File: src/rtl/src_rate_controller.sv
// Rate-change sequencer for the SRC coefficient path: maps timebase selects to
// interpolation/decimation rate pairs and applies them via a drain/load/settle sequence.
module src_rate_controller #(
    parameter int unsigned STARTUP_CYCLES = 63,
    parameter int unsigned FLUSH_CYCLES   = 8,
    parameter int unsigned SETTLE_CYCLES  = 16,
    parameter logic [2:0]  DEFAULT_SEL    = 3'd2
) (
    input  logic       clk,
    input  logic       rst,
    input  logic [3:0] tb_sel,
    input  logic       tb_req,
    output logic       tb_ack,
    output logic       tb_err,
    output logic       busy,
    output logic [2:0] cur_sel,
    output logic [2:0] int_rate,
    output logic       int_valid,
    output logic [2:0] dec_rate,
    output logic       dec_valid,
    output logic       src_flush
);

    localparam int unsigned CNT_MAX_SF =
        (STARTUP_CYCLES > FLUSH_CYCLES) ? STARTUP_CYCLES : FLUSH_CYCLES;
    localparam int unsigned CNT_MAX =
        (CNT_MAX_SF > SETTLE_CYCLES) ? CNT_MAX_SF : SETTLE_CYCLES;
    localparam int unsigned CNT_W = $clog2(CNT_MAX + 1);

    localparam logic [2:0] ST_STARTUP = 3'd0;
    localparam logic [2:0] ST_FLUSH   = 3'd1;
    localparam logic [2:0] ST_LOAD    = 3'd2;
    localparam logic [2:0] ST_SETTLE  = 3'd3;
    localparam logic [2:0] ST_ACTIVE  = 3'd4;

    logic [2:0]       state_q, state_d;
    logic [CNT_W-1:0] cnt_q, cnt_d;
    logic [2:0]       target_q, target_d;
    logic             pend_vld_q, pend_vld_d;
    logic [2:0]       pend_sel_q, pend_sel_d;
    logic             first_q, first_d;

    logic             ack_d, err_d, busy_d, flush_d, valid_d;
    logic [2:0]       int_rate_d, dec_rate_d, cur_sel_d;
    logic [2:0]       map_int, map_dec;
    logic             req_ok, req_bad;

    assign req_ok  = tb_req && !tb_sel[3];
    assign req_bad = tb_req &&  tb_sel[3];

    // Fixed select -> (interpolation, decimation) rate ROM
    always_comb begin
        map_int = 3'd1;
        map_dec = 3'd1;
        case (target_q)
            3'd0:    map_int = 3'd4;
            3'd1:    map_int = 3'd2;
            3'd2:    map_dec = 3'd1;
            default: map_dec = target_q;
        endcase
    end

    // Next-state, counter, pending slot and registered-output next values
    always_comb begin
        state_d    = state_q;
        cnt_d      = cnt_q;
        target_d   = target_q;
        pend_vld_d = pend_vld_q;
        pend_sel_d = pend_sel_q;
        first_d    = first_q;
        ack_d      = 1'b0;
        err_d      = req_bad;
        flush_d    = src_flush;
        valid_d    = int_valid;
        int_rate_d = int_rate;
        dec_rate_d = dec_rate;
        cur_sel_d  = cur_sel;

        // Requests outside ACTIVE wait in the single pending slot, latest wins
        if (state_q != ST_ACTIVE && req_ok) begin
            pend_vld_d = 1'b1;
            pend_sel_d = tb_sel[2:0];
        end

        case (state_q)
            ST_STARTUP: begin
                if (cnt_q == CNT_W'(STARTUP_CYCLES - 1)) begin
                    state_d  = ST_FLUSH;
                    cnt_d    = '0;
                    target_d = DEFAULT_SEL;
                    flush_d  = 1'b1;
                end else begin
                    cnt_d = cnt_q + CNT_W'(1);
                end
            end
            ST_FLUSH: begin
                if (cnt_q == CNT_W'(FLUSH_CYCLES - 1)) begin
                    state_d = ST_LOAD;
                    cnt_d   = '0;
                    flush_d = 1'b0;
                end else begin
                    cnt_d = cnt_q + CNT_W'(1);
                end
            end
            ST_LOAD: begin
                int_rate_d = map_int;
                dec_rate_d = map_dec;
                cur_sel_d  = target_q;
                state_d    = ST_SETTLE;
                cnt_d      = '0;
            end
            ST_SETTLE: begin
                if (cnt_q == CNT_W'(SETTLE_CYCLES - 1)) begin
                    state_d = ST_ACTIVE;
                    cnt_d   = '0;
                    valid_d = 1'b1;
                    ack_d   = !first_q;
                    first_d = 1'b0;
                end else begin
                    cnt_d = cnt_q + CNT_W'(1);
                end
            end
            ST_ACTIVE: begin
                // A fresh request supersedes anything left pending
                if (req_ok) begin
                    pend_vld_d = 1'b0;
                    if (tb_sel[2:0] != cur_sel) begin
                        state_d  = ST_FLUSH;
                        cnt_d    = '0;
                        target_d = tb_sel[2:0];
                        flush_d  = 1'b1;
                        valid_d  = 1'b0;
                    end else begin
                        ack_d = 1'b1;
                    end
                end else if (pend_vld_q) begin
                    pend_vld_d = 1'b0;
                    if (pend_sel_q != cur_sel) begin
                        state_d  = ST_FLUSH;
                        cnt_d    = '0;
                        target_d = pend_sel_q;
                        flush_d  = 1'b1;
                        valid_d  = 1'b0;
                    end
                end
            end
            default: begin
                state_d = ST_STARTUP;
                cnt_d   = '0;
            end
        endcase

        busy_d = (state_d != ST_ACTIVE);
    end

    always_ff @(posedge clk) begin
        if (rst) begin
            state_q    <= ST_STARTUP;
            cnt_q      <= '0;
            target_q   <= DEFAULT_SEL;
            pend_vld_q <= 1'b0;
            pend_sel_q <= 3'd0;
            first_q    <= 1'b1;
            tb_ack     <= 1'b0;
            tb_err     <= 1'b0;
            busy       <= 1'b1;
            cur_sel    <= DEFAULT_SEL;
            int_rate   <= 3'd1;
            dec_rate   <= 3'd1;
            int_valid  <= 1'b0;
            dec_valid  <= 1'b0;
            src_flush  <= 1'b0;
        end else begin
            state_q    <= state_d;
            cnt_q      <= cnt_d;
            target_q   <= target_d;
            pend_vld_q <= pend_vld_d;
            pend_sel_q <= pend_sel_d;
            first_q    <= first_d;
            tb_ack     <= ack_d;
            tb_err     <= err_d;
            busy       <= busy_d;
            cur_sel    <= cur_sel_d;
            int_rate   <= int_rate_d;
            dec_rate   <= dec_rate_d;
            int_valid  <= valid_d;
            dec_valid  <= valid_d;
            src_flush  <= flush_d;
        end
    end

endmodule

File: config.mk
export PLATFORM = sky130hd
export DESIGN_NAME = src_rate_controller
export DESIGN_NICKNAME = d
export VERILOG_FILES = /design/src/rtl/src_rate_controller.sv
export SDC_FILE = /design/constraint.sdc
export NUM_CORES = 1
export LEC_CHECK = 0
export BUFFER_PORTS_ARGS = -buffer_cell sky130_fd_sc_hd__buf_2
export CORE_MARGIN = 1.5
export CORE_UTILIZATION = 55
export CTS_BUF_LIST = sky130_fd_sc_hd__clkbuf_2 sky130_fd_sc_hd__clkbuf_4 sky130_fd_sc_hd__clkbuf_8
export DETAILED_ROUTE_END_ITERATION = 12
export GPL_TIMING_DRIVEN = 0
export MAX_ROUTING_LAYER = met4
export PLACE_DENSITY_LB_ADDON = 0.12
export REMOVE_ABC_BUFFERS = 1
export SLEW_MARGIN = 15
export SYNTH_ARGS = -nofsm -noshare
export SYNTH_HDL_FRONTEND = slang
export SYNTH_SLANG_ARGS = --single-unit
File: constraint.sdc
create_clock -name clk -period 4.6 [get_ports clk]
set_clock_uncertainty 0.1 [all_clocks]
set_input_delay 0.23 -clock clk [delete_from_list [all_inputs] [get_ports clk]]
set_output_delay 0.23 -clock clk [all_outputs]
set_load 0.005 [all_outputs]
== Yosys cells after proc, flatten, opt, wreduce, memory -nomap -nowiden ==
Index checks and enable logic that the tools add are counted.
Storage, ports and cells
  register bits: 31
  input port bits: 7
Cells by class
  add/sub/neg operators: 1
  equal/unequal tests: 19
  muxes and demuxes: 45
  reductions and logical operators: 16
Operators with widths (count)
  6-bit two-way mux: 7
  3-bit two-way mux: 13
  6-bit one-hot mux with 4 select lines: 1
  1-bit two-way mux: 18
  3-bit inequality test, second input constant: 5
  3-bit one-hot mux with 5 select lines: 1
  3-bit one-hot mux with 2 select lines: 2
  5-bit AND reduction: 2
  3-bit by 2-bit equality test with 1-bit output, second input constant: 3
  6-bit by 1-bit adder with 6-bit output, second input constant: 1
  3-bit by 1-bit equality test with 1-bit output, second input constant: 2
  6-bit by 3-bit equality test with 1-bit output, second input constant: 1
  6-bit by 4-bit equality test with 1-bit output, second input constant: 1
  6-bit equality test, second input constant: 1
  3-bit zero test: 2
  2-bit inequality test, second input constant: 3
  3-bit inequality test: 2
  6-bit AND reduction: 1
  1-bit one-hot mux with 2 select lines: 2
  2-bit nonzero test: 2
  3-bit equality test, second input constant: 1
  1-bit logical AND: 3
  1-bit one-hot mux with 3 select lines: 1
  3-bit AND reduction: 1
  other kinds (4): 5

== Longest topological paths before layout ==
Gate-level depths: netlist of the first run.
  depth after elaboration: 7
  depth in mapped cells: 7

== Least setup slack after synthesis of the first run ==
No wires, ideal clock.
  path type: register to register
  start: reg cnt_q[0]
  end: reg dec_valid
  library setup time: 0.059 ns
  arrival time: 1.628 ns
  setup slack: 2.813 ns
  cell stages (with the launch flop): 7
  path through: dfxtp_1 > ha_1 > and4bb_4 > nand2_2 > or4b_4 > a21oi_1 > and2_1
On the way
  cells in the longest elaborated chain, start to end: 3
RTL lines
  start: declaration: line 37  | logic [CNT_W-1:0] cnt_q, cnt_d;
  start signal: assignment: line 175  | cnt_q <= cnt_d;
  6-bit by 4-bit equality test with 1-bit output: line 113  | if (cnt_q == CNT_W'(SETTLE_CYCLES - 1)) begin
  2-bit inequality test (no source line)
  5-bit AND reduction (no source line)
  end signal: assignment: line 187  | dec_valid <= valid_d;
  end: declaration: line 20  | output logic dec_valid,
Every way passes these cells.
A chain may end at the register's enable or synchronous reset.

== Worst setup path in the final report of the first run ==
  start: reg cnt_q[0]
  end: reg tb_ack
On the way
  cells in the longest elaborated chain, start to end: 3
RTL lines
  6-bit by 4-bit equality test with 1-bit output: line 113
  1-bit two-way mux: line 113
  1-bit one-hot mux with 2 select lines: line 85  | case (state_q)
  end signal: assignment: line 180  | tb_ack <= ack_d;
  end: declaration: line 13  | output logic tb_ack,
Every way passes these cells.

==> metrics.md, run 1 <==
| Metric | Value |
|---|---|
| Clock sinks | 31 |
| Peak VDD IR | 0.244 mV |
| Status | finished, final reports clean |
| Post-route antenna net violation count | 0 |
| Final Hold Slack | 0.0340 ns |
| Remaining Overflow, GRT | 0 |
| DPL Wire Length | approximately 2100 um |
| Fin. max-slew vios | 0 |
| Main combinational cell family by area after synthesis | simple AND/OR/NAND/NOR gates |
| Busiest grt layer | met2 |
| # IOs | 22 |
| Pwr dens | between 300 and 400 nW/um^2 |
| Yosys Warn Count | 0 |
| Post-synthesis mux area share | between 2 and 2.5% |
| Met2 GRT Util | 36.5% |
| Tmin final | ~2.0 ns |
| Simple-gate share of the synthesized area | 23.5% |
| Slowest CP cell | or4b_4 |
| Synth area leaders | dfxtp_1 43%, nand2_1 5.7%, a21oi_1 4.8%, nor2_1 3.9%, a21o_1 3.1% |
| Final setup vio count | 0 |
| Synth-to-layout area growth | 12.7% |
| Crit path kind | flop to flop |
| Initial antenna violation count | 0 |
| Fillers | roughly 210 |
| Least-Margin Pin Slew | 0.664 ns |
| Critical-path cell list | ha_1, and4bb_4, nand2_2, or4b_4, o32a_1, nor2_1 |
| Total Power Consumption | 0.530 mW |
| HP Class | primary input to flop |
| Clk slew on worst S/H paths | about 0.1 ns |
| RSZ-0062 raised after global routing | false |
| Fmax | around 500 MHz |
| H-tree depth | 2 |
| Vias post-DR | 1279 |
| First-pass GRT wire length | 4840 um |
| Cell taking the most area after synthesis | dfxtp_1 |
| Routed len/inst | 13.3 um |
| Initial Util | 58.2% |
| Worst path max stage delay | approximately 0.54 ns |
| CP required | between 4 and 5 ns |
| Most frequent cells in the layout | 31 x dfxtp_1, 22 x nand2_1, 21 x buf_2, 15 x nor2_1, 14 x a21oi_1 |
| Core footprint | 2500 um^2 |
| Vias in the first global route | roughly 1100 |
| Startpoint types | flop |
| Port Buf Inserts | 21 |
| Largest net degree at the start of global routing | 29 |
| Share of layout cells above drive strength 1 | a little under 20% |
| Root buf cell | clkbuf_4 |
| Crit Path Max Fanout | 5 |
| Post_cts resized | 0 |
| Ant. Diodes | 0 |
| CP Capture Type | flop |
| Final Hold Viols | 0 |
| Rows | 18 |
| Total wire length | between 2000 and 3000 um |
| CTS Buf Count | 5 |
| GPL Wtd Cong | a little under 0.9 |
| CTS tree | yes |
| Die width | 54.4 um |
| Drt initial violations | 29 |
| Commonest non-fill, non-tap cell in the layout | dfxtp_1 |
| CTS Hold Bufs | 0 |
| Clock Path Buffers | 2 |
| Compound-gate portion of the synthesized area | 21.3% |
| Sequential element share of the synthesized area | between 40 and 50% |
| Area share of the largest cell type after synthesis | between 40% and 50% |
| Tcrit/Tclk final | a little over two fifths |
| Syn Area/Cell | 8.56 um^2 |
| Setup Buffers After CTS | 0 |
| Max-cap violations | 0 |
| Post-synth EDFFs | 0 |
| Syn Std Cell Area | 1460 um^2 |
| TNS Setup | 0 ns |
| Ys flop type | dfxtp_1 |
| TritonRoute pass-1 iters | 4 |
| Die Height | between 50 and 60 um |
| Post-Synth XOR/XNOR Area | under 10% |
| Cell variety after synth | 48 |
| Crit path arrival time | roughly 2.1 ns |
| Post-Syn Instances | 170 |
| Drc violations | 0 |
| Max_slew headroom | 55.4% |
| Met1 GRT Util | between 20% and 30% |
| Tot GR Track Use | 23.8% |
| Flop and latch count out of synthesis | 31 |
| Synth Area in Adders | under 10% |
| Ys async rst share | 0% |
| P_leak | 0.668 nW |
| Total Nets Final | between 150 and 200 |
| Met3 Track Usage GR | roughly 8% |
| Clock Latency Late Sink | ~0.33 ns |
| DIE AREA | just under 3000 um^2 |
| Post-DR vias/cell | roughly 5.8 |
## state kept, by name, indices dropped and copies added, names as in the netlist
name,cells
first_q,1
src_flush,1
target_q,3
pend_vld_q,1
tb_ack,1
state_q,3
cur_sel,3
dec_rate,3
int_rate,3
dec_valid,1
busy,1
tb_err,1
cnt_q,6
pend_sel_q,3
## cells in the mapped netlist, types with 2 or more instances
cell	number
ha_1	2
nand3_1	5
nand2b_1	3
buf_2	2
inv_1	5
nand2_1	22
nor3_1	4
dfxtp_1	31
mux2i_1	3
a21oi_1	14
a31oi_1	3
o2bb2ai_1	2
xor2_1	4
and2_1	2
nand3b_1	2
o21ai_0	6
nor2_1	15
or3_1	2
nor2b_1	3
clkbuf_1	4
a211o_1	2
xnor2_1	3
a21o_1	6
## per-stage QoR
| step | std cells | setup slack [ns] | area (um^2) | utilization (%) |
|---|---|---|---|---|
| after floorplan | 162 | 2.80 | 1410 | - |
| after global placement | 213 | 2.70 | 1550 | 62.2 |
| after detailed placement | 213 | 2.65 | 1550 | 62.2 |
| after CTS | 221 | 2.62 | 1640 | 65.6 |
| after global routing | 221 | 2.54 | 1640 | 65.6 |
| final | 221 | 2.62 | 1640 | 65.6 |
## worst paths after layout
path | from | endpoint | slack [ns] | cells past startpoint
hold / removal | tb_sel[3] | tb_err | 0.03 | 3
setup / recovery | cnt_q[0] | tb_ack | 2.62 | 6
hold reg to reg | dec_rate[1] | dec_rate[1] | 0.36 | 2
setup reg to reg | cnt_q[0] | tb_ack | 2.62 | 6
## final cells by class
type                    count  area (um^2)  share of cell area (%)
inverters                   6         22.5                    1.37
flip-flops and latches     31          621                    37.8
multi-input cells         125          768                    46.8
repair buffers             21          105                    6.41
well taps                  30         37.5                    2.29
clock buffers               6         51.3                    3.13
clock inverters             2         35.0                    2.14
## critical path: cells and delay by family, from the launching register on
| kind | cells | cell delay [ns] |
|---|---|---|
| AO/OA/AOI/OAI | 1 | 0.19 |
| adder cells (fa/ha/maj) | 1 | 0.25 |
| flip-flops | 1 | 0.41 |
| AND/OR/NAND/NOR | 4 | 0.96 |
## cells by family after synthesis
family / after synthesis
AOI/OAI and AO/OA: 46
DFF: 31
and+or+nand+nor: 67
adders and majority gates: 2
xor gates and xnor gates: 7
buffers and inverters: 14
muxes: 3
## report_power, final
| group | internal [mW] | switching [mW] | leakage [nW] |
|---|---|---|---|
| registers | 0.273 | 0.00447 | 0.251 |
| clock network | 0.128 | 0.0965 | 0.0482 |
| logic | 0.0113 | 0.0162 | 0.368 |
| total | 0.412 | 0.117 | 0.668 |
## routing by layer
metal	part of all wire [%]	vias to the layer above	routed length, um
li1	-	636	-
met1	47	609	1390
met2	48	30	1400
met3	4.1	4	120
met4	0.89	0	26
met5	0	-	0
Power figures use the tool's default switching activity.
==> run 2: changes to the inputs <==
==> constraint.sdc (replaced) <==
create_clock -name clk -period 1.95 [get_ports clk]
set_clock_uncertainty 0.1 [all_clocks]
set_input_delay 0.0975 -clock clk [delete_from_list [all_inputs] [get_ports clk]]
set_output_delay 0.0975 -clock clk [all_outputs]
set_load 0.005 [all_outputs]
==> metrics.md, run 2 (synthesized netlist as in run 1, its figures left out) <==
| Metric | Value |
|---|---|
| Status | finished, final reports clean (unchanged) |
| DIE AREA | 2960 um^2 (unchanged) |
| GPL Wtd Cong | 0.894 (unchanged) |
| Max reg flops | 6 (unchanged) |
| DPL Wire Length | 2090 um (unchanged) |
| Startpoint types | flop (unchanged) |
| Commonest non-fill, non-tap cell in the layout | dfxtp_1 (unchanged) |
| Largest net degree at the start of global routing | 29 (unchanged) |
| # IOs | 22 (unchanged) |
| Crit path kind | flop to flop (unchanged) |
| Fin area | 1730 um^2 (was 1640 um^2) |
| Cell internal pwr | 0.982 mW (was 0.412 mW) |
| CP required | 2.12 ns (was 4.77 ns) |
| Non-filler cells, final | 226 (was 221) |
| H-tree depth | 2 (unchanged) |
| RSZ-0062 raised after global routing | true (was false) |
| Least-Margin Pin Slew | 0.648 ns (was 0.664 ns) |
| Port Buf Inserts | 21 (unchanged) |
| Clk slew on worst S/H paths | 0.10 ns (about the same) |
| Power share of the clock group | 42.2% (was 42.5%) |
| Seq pwr share | 51.7% (was 52.3%) |
| Initial antenna violation count | 0 (unchanged) |
| Initial Util | 58.2% (unchanged) |
| Post-DR vias/cell | 5.72 (was 5.79) |
| Ant. Diodes | 0 (unchanged) |
| DP Worst Slack | 0.000918 ns (was 2.65 ns) |
| Placed cell areas | 1550 um^2 (unchanged) |
| Sw Ratio | 22.6% (was 22.1%) |
| Post-route antenna net violation count | 0 (unchanged) |
| Vias post-DR | 1292 (was 1279) |
| Remaining Overflow, GRT | 0 (unchanged) |
| Vias in the first global route | 1094 (was 1081) |
| Routed len/inst | 13.6 um (was 13.3 um) |
| Drc violations | 0 (unchanged) |
| Die Height | 54.4 um (unchanged) |
| Most frequent cells in the layout | 28 x dfxtp_1, 22 x nand2_1, 21 x buf_2, 15 x nor2_1, 14 x a21oi_1 (was 31 x dfxtp_1, 22 x nand2_1, 21 x buf_2, 15 x nor2_1, 14 x a21oi_1) |
| Fmax | 540 MHz (was 506 MHz) |
| Peak VDD IR | 0.538 mV (was 0.244 mV) |
| CTS Buf Count | 5 (unchanged) |
| TritonRoute pass-1 iters | 4 (unchanged) |
| Final setup vio count | 0 (unchanged) |
| Crit Path Max Fanout | 5 (unchanged) |
| Worst Hold Depth | 2 (was 3) |
| Fin util | 69.3% (was 65.6%) |
| Fin. max-slew vios | 0 (unchanged) |
| Die width | 54.4 um (unchanged) |
| HP Class | primary input to flop (unchanged) |
| Synth-to-layout area growth | 19.1% (was 12.7%) |
| Final Hold Viols | 0 (unchanged) |
| P_leak | 0.689 nW (was 0.668 nW) |
| Pwr dens | 732 nW/um^2 (was 323 nW/um^2) |
| Top reg by flops | cnt_q (unchanged) |
| Max-cap violations | 0 (unchanged) |
| Drt initial violations | 27 (was 29) |
| NetSw | 0.287 mW (was 0.117 mW) |
| Total Nets Final | 204 (was 199) |
| CTS tree | yes (unchanged) |
| CP Capture Type | flop (unchanged) |
| Core footprint | 2500 um^2 (unchanged) |
| Placed Cells | 213 (unchanged) |
| Clock sinks | 31 (unchanged) |
| Tcrit/Tclk final | 95.0% (was 43.0%) |
| Comb power frac | 6.0% (was 5.2%) |
| First-pass GRT wire length | 4930 um (was 4840 um) |
| Max_slew headroom | 56.5% (was 55.4%) |
| Clock Latency Late Sink | 0.33 ns (about the same) |
| Total Power Consumption | 1.27 mW (was 0.530 mW) |
| Cells on worst reg2reg path | 6 (unchanged) |
| Root buf cell | clkbuf_4 (unchanged) |
| Clock Path Buffers | 2 (unchanged) |
| Total wire length | 3070 um (was 2940 um) |
| Rows | 18 (unchanged) |
| Share of layout cells above drive strength 1 | 21.4% (was 19.4%) |
| Worst setup slack after layout | 0.0973 ns (was 2.62 ns) |
| Crit path arrival time | 2.02 ns (was 2.14 ns) |
| Tot GR Track Use | 24.3% (was 23.8%) |
| Tmin final | 1.85 ns (was 1.98 ns) |
-- run 2: final cells by class --
class | count | area, um^2
Sequential cell | 31 | 629
Inverter | 6 | 22.5
Clock inverter | 2 | 35.0
Timing Repair Buffer | 26 | 155
Fill cell | 201 | 767
Tap cell | 30 | 37.5
Multi-Input combinational cell | 125 | 802
Clock buffer | 6 | 51.3
-- run 2: metrics by stage --
step	setup TNS, ns	hold WS, ns
2_1_floorplan	0	0.0666
3_3_place_gp	0	0.234
3_5_place_dp	0	0.248
4_1_cts	0	0.115
5_1_grt	-0.0121	0.120
6_report	0	0.112
-- run 2: power groups by stage --
stage	Sequential (mW)	Combinational (mW)	Clock (mW)
after floorplan	0.666	0.0382	0
after global placement	0.667	0.0614	0
after detailed placement	0.669	0.0641	0
after CTS	0.655	0.0726	0.540
after global routing	0.658	0.0851	0.573
final	0.656	0.0766	0.536
-- run 2: critical path: stages (launching register included) --
cell and delay, ns:
dfxtp_4 0.39, ha_4 0.15, and4bb_4 0.25, nand2_2 0.07, or4b_4 0.54, o32a_1 0.20, nor2_1 0.08
-- run 2: path summary, 6_finish.rpt --
check / startpoint / endpoint / slack [ns]
max: cnt_q[0] / tb_ack / 0.1
min: rst / int_rate[2] / 0.11
min reg2reg: int_rate[1] / int_rate[1] / 0.36
max reg2reg: cnt_q[0] / tb_ack / 0.1
-- run 2: layer usage --
layer	share of wire (%)	global-route usage (%)	vias to the layer above	routed length, um
met5	0	-	-	0
met3	5.0	8.20	2	154
li1	-	-	647	-
met2	49	37.3	37	1500
met4	0.49	6.25	0	15
met1	46	30.7	606	1400
-- run 2: repair_timing --
item | in CTS | in global routing
endpoints found under the setup margin | 3 | 11
pin swaps | 0 | 0
setup buffers | 0 | 0
resized for setup | 2 | 8
gates cloned | 0 | 0
endpoints found under the hold margin | 4 | 0
hold buffers | 5 | 0
==> run 3: changes to the inputs <==
--- a/config.mk
+++ b/config.mk
@@ -6,13 +6,12 @@
 export NUM_CORES = 1
 export LEC_CHECK = 0
 export BUFFER_PORTS_ARGS = -buffer_cell sky130_fd_sc_hd__buf_2
-export CORE_MARGIN = 1.5
 export CORE_UTILIZATION = 55
 export CTS_BUF_LIST = sky130_fd_sc_hd__clkbuf_2 sky130_fd_sc_hd__clkbuf_4 sky130_fd_sc_hd__clkbuf_8
 export DETAILED_ROUTE_END_ITERATION = 12
 export GPL_TIMING_DRIVEN = 0
 export MAX_ROUTING_LAYER = met4
-export PLACE_DENSITY_LB_ADDON = 0.12
+export PLACE_DENSITY = 0.77
 export REMOVE_ABC_BUFFERS = 1
 export SLEW_MARGIN = 15
 export SYNTH_ARGS = -nofsm -noshare
==> metrics.md, run 3 (synthesized netlist as in run 1, its figures left out) <==
| Metric | Value |
|---|---|
| H-tree depth | 2 (unchanged) |
| Placed cell areas | 1550 um^2 (unchanged) |
| Largest net degree at the start of global routing | 29 (unchanged) |
| Routed len/inst | 12.8 um (was 13.6 um) |
| P_leak | 0.668 nW (was 0.689 nW) |
| CTS tree | yes (unchanged) |
| Cells on worst reg2reg path | 6 (unchanged) |
| Clock Path Buffers | 2 (unchanged) |
| Worst path max stage delay | 0.58 ns (was 0.54 ns) |
| Rows | 18 (unchanged) |
| Hold Startpoint | rst (unchanged) |
| Routed length on met3 | 142 um (was 154 um) |
| RSZ-0062 raised after global routing | false (was true) |
| Max Used Layer | met4 (unchanged) |
| Top reg by flops | cnt_q (unchanged) |
| TritonRoute pass-1 iters | 4 (unchanged) |
| Crit Path Max Fanout | 5 (unchanged) |
| Vias in the first global route | 1086 (was 1094) |
| Clock sinks | 31 (unchanged) |
| CP Capture Type | flop (unchanged) |
| CTS Buf Count | 5 (unchanged) |
| Synth-to-layout area growth | 16.0% (was 19.1%) |
| CP required | 2.12 ns (about the same) |
| Total wire length | 2870 um (was 3070 um) |
| Status | finished, final reports clean (unchanged) |
| # IOs | 22 (unchanged) |
| Share of layout cells above drive strength 1 | 21.1% (was 21.4%) |
| Met1 Wirelength | 1380 um (was 1400 um) |
| Critical-path cell list | ha_4, and4bb_4, nand2_2, or4b_4, o32a_1, nor2_1 (unchanged) |
| Reg-to-reg startpoint | cnt_q[0] (unchanged) |
| Clk slew on worst S/H paths | 0.09 ns (was 0.10 ns) |
| Most frequent cells in the layout | 28 x dfxtp_1, 22 x nand2_1, 21 x buf_2, 15 x nor2_1, 13 x a21oi_1 (was 28 x dfxtp_1, 22 x nand2_1, 21 x buf_2, 15 x nor2_1, 14 x a21oi_1) |
| Vias post-DR | 1281 (was 1292) |
| Worst Hold End | tb_err (was int_rate[2]) |
| Final setup vio count | 0 (unchanged) |
| Total Nets Final | 204 (unchanged) |
| Post-DR vias/cell | 5.72 (about the same) |
| Wire length on met2 | 1300 um (was 1500 um) |
| DPL Wire Length | 2000 um (was 2090 um) |
| Clock Latency Late Sink | 0.33 ns (about the same) |
| Pwr dens | 636 nW/um^2 (was 732 nW/um^2) |
| Drc violations | 0 (unchanged) |
| Peak VDD IR | 0.591 mV (was 0.538 mV) |
| First-pass GRT wire length | 4730 um (was 4930 um) |
| Port Buf Inserts | 21 (unchanged) |
| Max-cap violations | 0 (unchanged) |
| Tot GR Track Use | 24.3% (about the same) |
| HP Class | primary input to flop (unchanged) |
| Crit path arrival time | 2.05 ns (was 2.02 ns) |
| Fmax | 533 MHz (was 540 MHz) |
| Drt initial violations | 34 (was 27) |
| DIE AREA | 2860 um^2 (was 2960 um^2) |
| Remaining Overflow, GRT | 0 (unchanged) |
| Max_slew headroom | 59.3% (was 56.5%) |
| Fin util | 68.1% (was 69.3%) |
| Fin area | 1690 um^2 (was 1730 um^2) |
| Tmin final | 1.88 ns (was 1.85 ns) |
| Root buf cell | clkbuf_4 (unchanged) |
| Final Hold Viols | 0 (unchanged) |
| Total Power Consumption | 1.07 mW (was 1.27 mW) |
| Startpoint types | flop (unchanged) |
| Crit path kind | flop to flop (unchanged) |
| Initial antenna violation count | 0 (unchanged) |
| Post-route antenna net violation count | 0 (unchanged) |
| Commonest non-fill, non-tap cell in the layout | dfxtp_1 (unchanged) |
| TNS Setup | 0 ns (unchanged) |
| Max reg flops | 6 (unchanged) |
| Core footprint | 2480 um^2 (was 2500 um^2) |
| Ant. Diodes | 0 (unchanged) |
| Least-Margin Pin Slew | 0.605 ns (was 0.648 ns) |
| Die Height | 53.4 um (was 54.4 um) |
| Worst Hold Depth | 2 (unchanged) |
| Tcrit/Tclk final | 96.2% (was 95.0%) |
| R2R Path End | tb_ack (unchanged) |
| FF-to-FF setup slack | 0.07 ns (was 0.1 ns) |
| Initial Util | 58.7% (was 58.2%) |
| Fin. max-slew vios | 0 (unchanged) |
| GPL Wtd Cong | 0.913 (was 0.894) |
| Fillers | 210 (was 201) |
| Die width | 53.4 um (was 54.4 um) |
| Slowest CP cell | or4b_4 (unchanged) |
-- run 3: cell types whose count changed in the layout (fill, tap and decap cells not counted) --
cell and delta:
a21oi_1 -1, a21oi_2 +1, bufinv_16 -1, clkbuf_4 +1, clkbuf_8 -1, clkinv_2 -1, o21ai_2 +1, o21ai_4 -1
-- run 3: area by class of cell --
class                   count  area [um^2]  area share, %
multi-input cells         125          798           47.3
flip-flops and latches     31          629           37.3
repair buffers             26          155           9.19
clock buffers               6         45.0           2.67
well taps                  30         37.5           2.22
inverters                   6         22.5           1.33
-- run 3: repair_timing --
item	in CTS	in global routing
hold endpoints to repair	4	0
buffers inserted	0	0
gates resized for setup	0	10
endpoints found under the setup margin	0	10
hold buffers	5	0
-- run 3: worst max path at each step --
| stage | from | endpoint | slack (ns) | depth (start not counted) |
|---|---|---|---|---|
| after floorplan | cnt_q[0] | dec_valid | 0.15 | 6 |
| after global placement | cnt_q[0] | tb_ack | 0.06 | 6 |
| after detailed placement | cnt_q[0] | dec_valid | 0.03 | 6 |
| after CTS | cnt_q[0] | dec_valid | 0.006 | 6 |
| after global routing | cnt_q[0] | cnt_q[3] | 0.002 | 7 |
| final | cnt_q[0] | tb_ack | 0.07 | 6 |
-- run 3: metal layers --
layer	track usage, %	up-vias
met1	30.7	596
li1	-	645
met2	34.0	32
met3	9.20	8
met4	11.0	0
met5	-	-
-- run 3: power by group --
group / switching, mW / internal, mW / total, mW
sequential: 0.0128 / 0.643 / 0.656
clock: 0.200 / 0.142 / 0.342
combinational: 0.0397 / 0.0347 / 0.0744
-- run 3: worst max-delay path, delay by kind of cell (launching register included) --
kind            cells  cell delay (ns)
fa+ha+maj           1             0.15
simple gates        4             0.99
flops               1             0.38
compound gates      1             0.19
-- run 3: per-stage QoR --
| step | worst slack [ns] | hold slack (ns) | std cells |
|---|---|---|---|
| 2_1_floorplan | 0.151 | 0.0666 | 162 |
| 3_3_place_gp | 0.0596 | 0.237 | 213 |
| 3_5_place_dp | 0.0261 | 0.239 | 213 |
| 4_1_cts | 0.00576 | 0.0969 | 224 |
| 5_1_grt | 0.00201 | 0.143 | 224 |
| 6_report | 0.0736 | 0.113 | 224 |
